File: config.mk
export PLATFORM = sky130hd
export DESIGN_NAME = hazard_unit
export DESIGN_NICKNAME = d
export VERILOG_FILES = /design/src/rtl/hazard_unit_pkg.sv /design/src/rtl/hazard_match.sv /design/src/rtl/hazard_unit.sv
export SDC_FILE = /design/constraint.sdc
export NUM_CORES = 1
export LEC_CHECK = 0
export ABC_CLOCK_PERIOD_IN_PS = 3700
export BUFFER_PORTS_ARGS = -buffer_cell sky130_fd_sc_hd__buf_2
export CORE_AREA = 2 2 55 67
export DETAILED_ROUTE_END_ITERATION = 10
export DIE_AREA = 0 0 57 69
export PLACE_DENSITY = 0.75
export SETUP_SLACK_MARGIN = 0.4
export SLEW_MARGIN = 20
export SYNTH_ARGS = -nofsm -noshare
export SYNTH_HDL_FRONTEND = slang
export SYNTH_HIERARCHICAL = 1
export SYNTH_SLANG_ARGS = --single-unit
File: constraint.sdc
create_clock -name Clk -period 3.7 [get_ports Clk]
set_input_delay 0.925 -clock Clk [delete_from_list [all_inputs] [get_ports Clk]]
set_output_delay 0.925 -clock Clk [all_outputs]
set_load 0.1 [all_outputs]
File: src/rtl/hazard_unit_pkg.sv
// Shared pipeline constants for the hazard unit: FSM encoding, register zero, stall counter width.
package hazard_unit_pkg;

    typedef enum logic {
        ST_RUN  = 1'b0,
        ST_HOLD = 1'b1
    } hz_state_t;

    localparam logic [4:0] REG_ZERO = 5'd0;
    localparam int         STALL_W  = 16;

endpackage

File: src/rtl/hazard_match.sv
// Single source/destination dependency comparator; register zero never creates a dependency.
module hazard_match
    import hazard_unit_pkg::*;
(
    input  logic [4:0] src,
    input  logic       uses,
    input  logic [4:0] dst,
    output logic       match
);

    assign match = uses && (dst != REG_ZERO) && (src == dst);

endmodule

File: src/rtl/hazard_unit.sv
// Pipeline hazard unit: stalls on load-use and branch/jr operand hazards, flushes IF/ID on taken redirects.
//
// state | meaning
// RUN   | normal issue; hazards stall combinationally in the same cycle
// HOLD  | second stall cycle of a branch/jr waiting on a load in EX
module hazard_unit
    import hazard_unit_pkg::*;
(
    input  logic                 Clk,
    input  logic                 Rst,
    input  logic [4:0]           IFIDRs,
    input  logic [4:0]           IFIDRt,
    input  logic                 IFIDUsesRt,
    input  logic                 IDBranch,
    input  logic                 IDJr,
    input  logic                 IDTaken,
    input  logic [1:0]           IDEXMemRead,
    input  logic                 IDEXRegWrite,
    input  logic [4:0]           IDEXWriteReg,
    input  logic [1:0]           EXMEMMemRead,
    input  logic [4:0]           EXMEMWriteReg,
    output logic                 PCWrite,
    output logic                 IFIDWrite,
    output logic                 controlMuxSignal,
    output logic                 IFIDFlush,
    output logic [STALL_W-1:0]   StallCount
);

    localparam logic [STALL_W-1:0] STALL_MAX = {STALL_W{1'b1}};

    hz_state_t          state_q, state_d;
    logic [STALL_W-1:0] stall_count_q, stall_count_d;

    logic rs_ex, rt_ex, rs_mem, rt_mem;
    logic ex_dep, mem_dep, ex_load, mem_load, br_or_jr;
    logic load_use, br_alu, br_load, br_mem, any_hazard;
    logic stall, flush;

    hazard_match u_rs_ex  (.src(IFIDRs), .uses(1'b1),       .dst(IDEXWriteReg),  .match(rs_ex));
    hazard_match u_rt_ex  (.src(IFIDRt), .uses(IFIDUsesRt), .dst(IDEXWriteReg),  .match(rt_ex));
    hazard_match u_rs_mem (.src(IFIDRs), .uses(1'b1),       .dst(EXMEMWriteReg), .match(rs_mem));
    hazard_match u_rt_mem (.src(IFIDRt), .uses(IFIDUsesRt), .dst(EXMEMWriteReg), .match(rt_mem));

    always_comb begin
        ex_dep     = rs_ex | rt_ex;
        mem_dep    = rs_mem | rt_mem;
        ex_load    = (IDEXMemRead != 2'b00);
        mem_load   = (EXMEMMemRead != 2'b00);
        br_or_jr   = IDBranch | IDJr;
        load_use   = ex_load & ex_dep;
        br_alu     = br_or_jr & IDEXRegWrite & ~ex_load & ex_dep;
        br_load    = br_or_jr & ex_load & ex_dep;
        br_mem     = br_or_jr & mem_load & mem_dep;
        any_hazard = load_use | br_alu | br_load | br_mem;
    end

    always_comb begin
        state_d = state_q;
        stall   = 1'b0;
        flush   = 1'b0;
        case (state_q)
            ST_RUN: begin
                if (any_hazard) begin
                    stall = 1'b1;
                    if (br_load) begin
                        state_d = ST_HOLD;
                    end
                end else begin
                    flush = IDTaken;
                end
            end
            ST_HOLD: begin
                stall   = 1'b1;
                state_d = ST_RUN;
            end
            default: state_d = ST_RUN;
        endcase

        stall_count_d = stall_count_q;
        if (stall && (stall_count_q != STALL_MAX)) begin
            stall_count_d = stall_count_q + 1'b1;
        end
    end

    // Reset forces the free-running outputs immediately, even with hazardous inputs present.
    always_comb begin
        PCWrite          = ~(Rst & stall);
        IFIDWrite        = ~(Rst & stall);
        controlMuxSignal = ~(Rst & stall);
        IFIDFlush        = Rst & flush;
    end

    assign StallCount = stall_count_q;

    always_ff @(posedge Clk or negedge Rst) begin
        if (!Rst) begin
            state_q       <= ST_RUN;
            stall_count_q <= '0;
        end else begin
            state_q       <= state_d;
            stall_count_q <= stall_count_d;
        end
    end

endmodule

==> results.sh <==
export IMPL_cp_start_kind="input port"
export IMPL_clockBufferDepth=2
export IMPL_hold_path_startpoint="StallCount[9]$_DFFE_PN0P_"
export IMPL_dpl_cell_count=212
export IMPL_post_place_ws_ns=0.273
export IMPL_die_h_um=69
export IMPL_drive_gt1_frac=0.402
export IMPL_routabilityCongestion=0.783
export IMPL_rr_startpoint="StallCount[7]$_DFFE_PN0P_"
export IMPL_total_power_uw=754
export IMPL_placed_cell_area_mm2=0.00160
export IMPL_ir_worst_vdd_mv=0.517
export IMPL_rsz0062_at_grt="yes"
export IMPL_grt_max_degree=20
export IMPL_instances_no_fill=216
export IMPL_hold_end="StallCount[9]$_DFFE_PN0P_"
export IMPL_min_period_over_period=0.905
export IMPL_yosysSeqAreaShare=0.345
export IMPL_r2r_slack_ns=1.93
export IMPL_htree_levels=1
export IMPL_area_growth_pct=37.3
export IMPL_core_area_mm2=0.00328
export IMPL_antenna_left=0
export IMPL_grt_pass1_vias=1040
export IMPL_synth_area_mm2=0.00123
export IMPL_synthFlopType="dfrtp_1"
export IMPL_diodes=0
export IMPL_die_w_um=57
export IMPL_hpwl_um=2230
export IMPL_yosysTopAreaCell="dfrtp_1"
export IMPL_ys_types=31
export IMPL_yosysMostFrequentCell="xor2_1"
export IMPL_end_kind="primary output"
export IMPL_grt_use_total=0.143
export IMPL_ys_warn_count=6
export IMPL_fin_worst_skew_ns=0.000959
export IMPL_ys_seq_elements=17
export IMPL_antenna_found_initial=0
export IMPL_leakage_nw=0.858
export IMPL_synth_compound_area_frac=0.0396
export IMPL_fin_util=0.516
export IMPL_clock_root_buffer="clkbuf_8"
export IMPL_hold_ws_ns=0.487
export IMPL_async_flop_share=1.00
export IMPL_status="complete, no violations"
export IMPL_fin_area_mm2=0.00169
export IMPL_synth_common_cells="xor2_1, dfrtp_1, nand2_1"
export IMPL_cts_tree="yes"
export IMPL_io_pin_count=51
export IMPL_io_buffers=50
export IMPL_nNetsFinal=212
export IMPL_finalCriticalPeriod_ns=3.35
export IMPL_synth_simple_area_share=0.338
export IMPL_cts_made_buffers=3
export IMPL_synth_top_cell_area_share=0.345
export IMPL_grt_pass1_wl_um=4460
export IMPL_whs_path_depth=1
export IMPL_tns_ns=0
export IMPL_worstSetupPathType="input port to primary output"
export IMPL_overflow=0
export IMPL_maxSlewViolCount=0
export IMPL_powerDensity_mw_per_mm2=446
export IMPL_clkTransAtPathRegs_ns=0.06
export IMPL_routed_wl_um=2730
export IMPL_die_area_mm2=0.00393
export IMPL_num_rows=23
export IMPL_r2r_cells=5
export IMPL_hold_viol=0
export IMPL_holdBufCountCts=0
export IMPL_hold_class="flip-flop to flip-flop"
export IMPL_synth_top_family_by_area="simple AND/OR/NAND/NOR gates"
export IMPL_synth_edf_count=0
export IMPL_initial_core_util=0.376
export IMPL_drt_iter0_drc=16
export IMPL_firstDrtPassIters=3
export IMPL_setup_violations_final=0
export IMPL_r2r_end="StallCount[1]$_DFFE_PN0P_"
export IMPL_via_count=1126
export IMPL_path_max_fanout=4
export IMPL_synthTopCellsByArea="dfrtp_1, xor2_1, xnor2_1"
export IMPL_yosys_area_share_adder=0.0102
export IMPL_setup_slack_ns=0.351
export IMPL_fmax_mhz=299
export IMPL_synthMuxAreaShare=0.0335
export IMPL_clk_latency_ns=0.25
export IMPL_cts_sinks=17
export IMPL_drc=0
export IMPL_cp_required_ns=2.77
export IMPL_synth_cells=126
export IMPL_cp_arrival_ns=2.42
export IMPL_synth_avg_cell_area_um2=9.78
export IMPL_synth_xor_area_share=0.206
export IMPL_routed_via_density=5.21
export IMPL_routedWlPerCell_um=12.7
export IMPL_drv_cap=0
cell usage in the layout, fill, tap and decap left out, drive strengths merged, types with 4 or more instances in the layout:
cell type	Yosys	routed
buf	3	51
xor2	23	23
dfrtp	17	17
nand2	12	12
nor3	11	11
nor4	10	10
xnor2	6	6
o21ai	5	5
nor2	5	5
nand3	5	5
or2	5	5
and4	5	5
clkbuf	0	4
sequential cells by signal, indices dropped and copies added (netlist names):
signal      count
StallCount     16
state_q         1
worst max path at each step:
| stage | to | from | cells after the start |
|---|---|---|---|
| 6_report | controlMuxSignal | IDEXWriteReg[2] | 8 |
| 5_1_grt | controlMuxSignal | IDEXWriteReg[1] | 8 |
| 4_1_cts | IFIDFlush | IDEXWriteReg[1] | 9 |
| 3_5_place_dp | IFIDFlush | IDEXWriteReg[1] | 8 |
| 3_3_place_gp | IFIDFlush | IDEXWriteReg[1] | 8 |
| 2_1_floorplan | PCWrite | IDEXWriteReg[1] | 8 |
worst max-delay path: stages:
cell and delay (ns):
buf_2 0.17, xor2_1 0.20, nor3_2 0.07, and4_1 0.21
o22a_1 0.22, nor3_4 0.22, nand2b_4 0.21, buf_12 0.18
kinds of logic (layout without fill, tap and decap cells):
family | after synthesis | in the layout
buf+inv | 4 | 56
compound gates | 8 | 8
xor+xnor | 29 | 29
other cells | 1 | 2
simple gates | 63 | 63
fa+ha+maj | 1 | 1
flops | 17 | 17
mux | 3 | 3
power by group:
part           switching, mW  internal (mW)  total [mW]
Combinational          0.284         0.0871       0.371
Clock                 0.0625         0.0766       0.139
Sequential            0.0304          0.213       0.244
area by class of cell:
type,instances,area [um2]
clock buffer,4,45.0
fill,311,1590
inverter,1,3.75
multi-input combinational,106,827
sequential,17,425
tap,37,46.3
timing repair buffer,51,344
metal layers:
metal  track usage  up-vias  wire length [um]
met5             0        -                 0
met4        0.0620        0                42
met3        0.0281        3               217
met2         0.253       48              1390
met1         0.161      523              1080
li1              -      552                 -
timing repair:
| action | in CTS | in global routing |
|---|---|---|
| buffers inserted | 0 | 0 |
| setup endpoints to repair | 4 | 4 |
| pin swaps | 6 | 3 |
| resized for setup | 10 | 2 |
Power figures use the tool's default switching activity.
